$ cat src/rtl/bitwise_logic_unit.sv
// Registered bitwise logic unit: eight bitwise ops on two WIDTH-bit operands,
// results delivered in order through a 2-entry buffer with zero/parity flags.
// Optional feature macro: BLU_STATS_EN adds the result_count output.
module bitwise_logic_unit #(
  parameter int WIDTH = 8
) (
  input  logic             clk,
  input  logic             rst,
  input  logic             in_valid,
  output logic             in_ready,
  input  logic [2:0]       op,
  input  logic [WIDTH-1:0] a,
  input  logic [WIDTH-1:0] b,
  output logic             out_valid,
  input  logic             out_ready,
  output logic [WIDTH-1:0] y,
  output logic             zero,
  output logic             parity
`ifdef BLU_STATS_EN
  ,
  output logic [15:0]      result_count
`endif
);

  typedef enum logic [1:0] {
    EMPTY = 2'd0,
    ONE   = 2'd1,
    FULL  = 2'd2
  } state_t;

  function automatic logic [WIDTH-1:0] blu_op(input logic [2:0] sel,
                                              input logic [WIDTH-1:0] op_a,
                                              input logic [WIDTH-1:0] op_b);
    logic [WIDTH-1:0] r;
    case (sel)
      3'b000:  r = ~op_a;
      3'b001:  r = op_a & op_b;
      3'b010:  r = op_a | op_b;
      3'b011:  r = op_a ^ op_b;
      3'b100:  r = ~(op_a & op_b);
      3'b101:  r = ~(op_a | op_b);
      3'b110:  r = ~(op_a ^ op_b);
      default: r = op_a;
    endcase
    return r;
  endfunction

  state_t           state_q, state_d;
  logic             in_ready_q;
  logic             vld_p0, pop;
  logic             head_we, head_from_tail, tail_we;

  logic [WIDTH-1:0] y_p0;
  logic             zero_p0, par_p0;
  logic [WIDTH-1:0] head_y_p1, tail_y_p1;
  logic             head_zero_p1, tail_zero_p1;
  logic             head_par_p1, tail_par_p1;

  // Stage p0: result and flags computed combinationally from the offered beat
  assign y_p0    = blu_op(op, a, b);
  assign zero_p0 = ~|y_p0;
  assign par_p0  = ^y_p0;

  assign vld_p0 = in_valid && in_ready_q;
  assign pop    = (state_q != EMPTY) && out_ready;

  always_comb begin
    state_d        = state_q;
    head_we        = 1'b0;
    head_from_tail = 1'b0;
    tail_we        = 1'b0;
    case (state_q)
      EMPTY: begin
        if (vld_p0) begin
          head_we = 1'b1;
          state_d = ONE;
        end
      end
      ONE: begin
        if (vld_p0 && pop) begin
          head_we = 1'b1;
        end else if (vld_p0) begin
          tail_we = 1'b1;
          state_d = FULL;
        end else if (pop) begin
          state_d = EMPTY;
        end
      end
      FULL: begin
        // in_ready is low here, so only a pop can happen
        if (pop) begin
          head_from_tail = 1'b1;
          state_d        = ONE;
        end
      end
      default: state_d = EMPTY;
    endcase
  end

  // in_ready is a register so it never depends combinationally on out_ready
  always_ff @(posedge clk) begin
    if (rst) begin
      state_q    <= EMPTY;
      in_ready_q <= 1'b0;
    end else begin
      state_q    <= state_d;
      in_ready_q <= (state_d != FULL);
    end
  end

  // Stage p1: buffer storage; contents are qualified by state, so no reset
  always_ff @(posedge clk) begin
    if (head_we) begin
      head_y_p1    <= y_p0;
      head_zero_p1 <= zero_p0;
      head_par_p1  <= par_p0;
    end else if (head_from_tail) begin
      head_y_p1    <= tail_y_p1;
      head_zero_p1 <= tail_zero_p1;
      head_par_p1  <= tail_par_p1;
    end
    if (tail_we) begin
      tail_y_p1    <= y_p0;
      tail_zero_p1 <= zero_p0;
      tail_par_p1  <= par_p0;
    end
  end

  assign in_ready  = in_ready_q;
  assign out_valid = (state_q != EMPTY);
  assign y         = out_valid ? head_y_p1 : '0;
  assign zero      = out_valid ? head_zero_p1 : 1'b1;
  assign parity    = out_valid ? head_par_p1 : 1'b0;

`ifdef BLU_STATS_EN
  logic [15:0] result_count_q;

  always_ff @(posedge clk) begin
    if (rst) begin
      result_count_q <= 16'd0;
    end else if (pop) begin
      result_count_q <= result_count_q + 16'd1;
    end
  end

  assign result_count = result_count_q;
`endif

endmodule

$ cat config.mk
export PLATFORM = sky130hd
export DESIGN_NAME = bitwise_logic_unit
export DESIGN_NICKNAME = d
export VERILOG_FILES = /design/src/rtl/bitwise_logic_unit.sv
export SDC_FILE = /design/constraint.sdc
export NUM_CORES = 1
export LEC_CHECK = 0
export BUFFER_PORTS_ARGS = -buffer_cell sky130_fd_sc_hd__buf_2
export CORE_MARGIN = 5
export CORE_UTILIZATION = 58
export CTS_BUF_LIST = sky130_fd_sc_hd__clkbuf_4
export CTS_CLUSTER_DIAMETER = 120
export DETAILED_ROUTE_END_ITERATION = 10
export PLACE_DENSITY_LB_ADDON = 0.12
export SYNTH_ARGS = -nofsm -noshare
export SYNTH_HDL_FRONTEND = slang
export SYNTH_SLANG_ARGS = --single-unit
$ cat constraint.sdc
create_clock -name clk -period 2.75 [get_ports clk]
set_input_delay 0.275 -clock clk [delete_from_list [all_inputs] [get_ports clk]]
set_output_delay 0.275 -clock clk [all_outputs]
set_load 0.1 [all_outputs]
==> impl_metrics.toml <==
[yosys]
synthMostInstantiatedCell = "inv_1"
synth_edf_count = 20
syn-num-nets = 266
ys_seq_elements = 23
syn-cell-area_um2 = 2054
postSynth.asyncResetShare_pct = 0
synth_common_cells = "inv_1, edfxtp_1, ha_1, nand2_1"
yosysUniqueCellTypes = 49
synth_cells = 223
synth_area_leaders = "edfxtp_1, ha_1, nor2b_1, inv_1, mux2i_1"
synth_top_area_share_pct = 29.23
yosysWarnings = 0
yosysTopAreaCell = "edfxtp_1"
synth_area_per_cell_um2 = 9.213
synthFlopType = "edfxtp_1"
ys_seq_area_share_pct = 32.16

[timing]
period_minus_slack_ns = 2.232
timing.slew.headroom_pct = 44.49
setup_violations = 0
fin_crit_sh_pct = 81.17
max_freq_mhz = 448.0
worst_pin_slew_ns = 0.8295
fin_setup_tns_ns = 0
hold_viol = 0
rsz0062_at_grt = "no"
slew_viol_final = 0
skew_ns = 0.004031
post-route-worst-setup-slack_ns = 0.5177

[placed_design]
pre_cts_slack_ns = 0.2011
gp_congestion = 0.7895
portBuffers = 34
hpwl_um = 3065

[critical_path]
cp-end-kind = "flop"
slowest_delay_ns = 0.43
cp_cell_sequence = "buf_2 > inv_2 > o32ai_1 > nor3_1 > a21o_1 > ha_1 > xor2_1 > xnor2_1 > nand2_1 > nand2_1"
worst_r2r_startpoint = "state_q[1]$_SDFF_PP0_"
crit_top_cell = "nand2_1"
crit_required_ns = 2.83
cp-startpoint = "op[2]"
arrival_ns = 2.31
cpMaxStageDelayCell = "buf_2"
crit_path_max_fanout = 30
critPathLaunchType = "input pin"
critical_path_class = "in2reg"

[job]
maxCapViolations = 0

[layout]
drive_gt1_share_pct = 22.75
nNetsFinal = 299
area_growth_pct = 10.90
insertedDiodeCount = 0

[die]
initial_core_util_pct = 60.61
fp.coreArea_um2 = 3390
die_y_um = 69.52
die_area_um2 = 4832
dieWidth_um = 69.52
pin_count = 35
row_count = 21

[power_and_ir_drop]
vdd_drop_max_mv = 0.1762
p_comb_share_pct = 39.7
power_density_nw_per_um2 = 408.2
p_int_mw = 0.5978
p_seq_share_pct = 43.9
p_leak_nw = 1.068
power.switching_mw = 0.3322
switching_share_pct = 35.72
share_clk_of_total_power_pct = 16.4

[global_routing]
globalRouteOverflowTotal = 0
grt_pass1_wl_um = 6548
grt_util_all_layers_pct = 15.96
antenna_found_initial = 0
grt_pass1_vias = 1507
grt_max_degree = 31

[clock_network]
insertion_delay_ns = 0.31
cts_setup_buffers = 0
cts_tree = "yes"
clockBufferDepth = 2
clk_pin_slew_ns = 0.12
ctsHtreeMaxLevel = 1
cts-root-buf = "clkbuf_4"
cts_hold_buf = 0
cts.sinks = 23
cts_resized = 0
numCtsBuffers = 3

[status]
status = "complete, no violations"

[drt]
drt-wirelength-per-cell_um = 12.93
dr.pass1.iters = 6
vias_per_cell = 5.571
wirelength_um = 3893
antenna_left = 0
drc = 0
via_count = 1677
first_iter_violations = 86

[hold_path]
hold_class = "in2reg"
min-delay-start = "rst"
[per-layer routing]
layer	wire, um	vias to the layer above	share of wire, %	global-route usage (%)
li1	-	868	-	-
met1	1777	760	46	21.26
met2	1861	45	48	27.12
met3	207	4	5.3	1.159
met4	46	0	1.2	5.640
met5	0	-	0	0
[cells in the final DEF, fill, tap and decap left out, types with 4 or more instances in the layout]
cell / count
a211oi_1: 4
a21oi_1: 10
a221oi_1: 4
buf_2: 34
buf_4: 5
edfxtp_1: 20
ha_1: 20
inv_1: 22
mux2_2: 7
mux2i_1: 8
nand2_1: 20
nand3_1: 5
nor2_1: 14
nor2b_1: 14
nor3_1: 5
o21ai_0: 4
o21ba_1: 4
[critical path, delay by kind of cell]
family	cells	cell delay (ns)
compound gates	2	0.57
xor+xnor	2	0.31
fa+ha+maj	1	0.28
buf+inv	2	0.62
simple gates	3	0.25
[cell families after synthesis]
kind of cell               Yosys count  synth area share, %
DFF                                 23                32.16
buffers and inverters               34                7.551
xor gates and xnor gates             3                1.279
and+or+nand+nor                     81                21.86
adders and majority gates           20                12.18
muxes                               16                8.283
AOI/OAI and AO/OA                   46                16.69
[path summary, 6_finish.rpt]
kind / end / slack (ns) / cells past startpoint
hold reg to reg: head_y_p1[4]$_DFFE_PP_ / 0.56 / 1
setup reg to reg: head_y_p1[0]$_DFFE_PP_ / 1.02 / 3
hold / removal: state_q[0]$_SDFF_PP0_ / 0.14 / 2
setup / recovery: head_par_p1$_DFFE_PP_ / 0.52 / 10
[through the flow]
| step | area, um^2 | power (mW) | std cells | hold slack [ns] | util [%] |
|---|---|---|---|---|---|
| detailed placement | 2251 | 0.7866 | 297 | 0.4758 | 66.41 |
| global route | 2278 | 0.9840 | 301 | 0.1498 | 67.22 |
| finish | 2278 | 0.9300 | 301 | 0.1387 | 67.22 |
| global placement | 2251 | 0.7799 | 297 | 0.4644 | 66.41 |
| floorplan | 2054 | 0.7094 | 223 | 0.3469 | - |
| CTS | 2278 | 0.9336 | 301 | 0.1338 | 67.22 |
[flip-flops by register name, summed over array words and instances, names as in the netlist]
name and flops:
tail_y_p1 8, tail_par_p1 1, in_ready 1, state_q 2, head_zero_p1 1, tail_zero_p1 1, head_y_p1 8, head_par_p1 1
[power groups by stage]
stage | Clock (mW) | Combinational (mW) | Sequential [mW]
3_3_place_gp | 0 | 0.363 | 0.416
2_1_floorplan | 0 | 0.288 | 0.422
4_1_cts | 0.154 | 0.372 | 0.408
5_1_grt | 0.165 | 0.409 | 0.410
3_5_place_dp | 0 | 0.370 | 0.416
6_report | 0.152 | 0.370 | 0.408
[area by class of cell]
class	count	area [um^2]
timing repair buffer	39	207.7
clock buffer	3	22.52
fill	265	1111
tap	46	57.56
sequential	23	660.6
multi-input combinational	166	1239
clock inverter	1	5.005
inverter	23	86.33
Power figures use the tool's default switching activity.
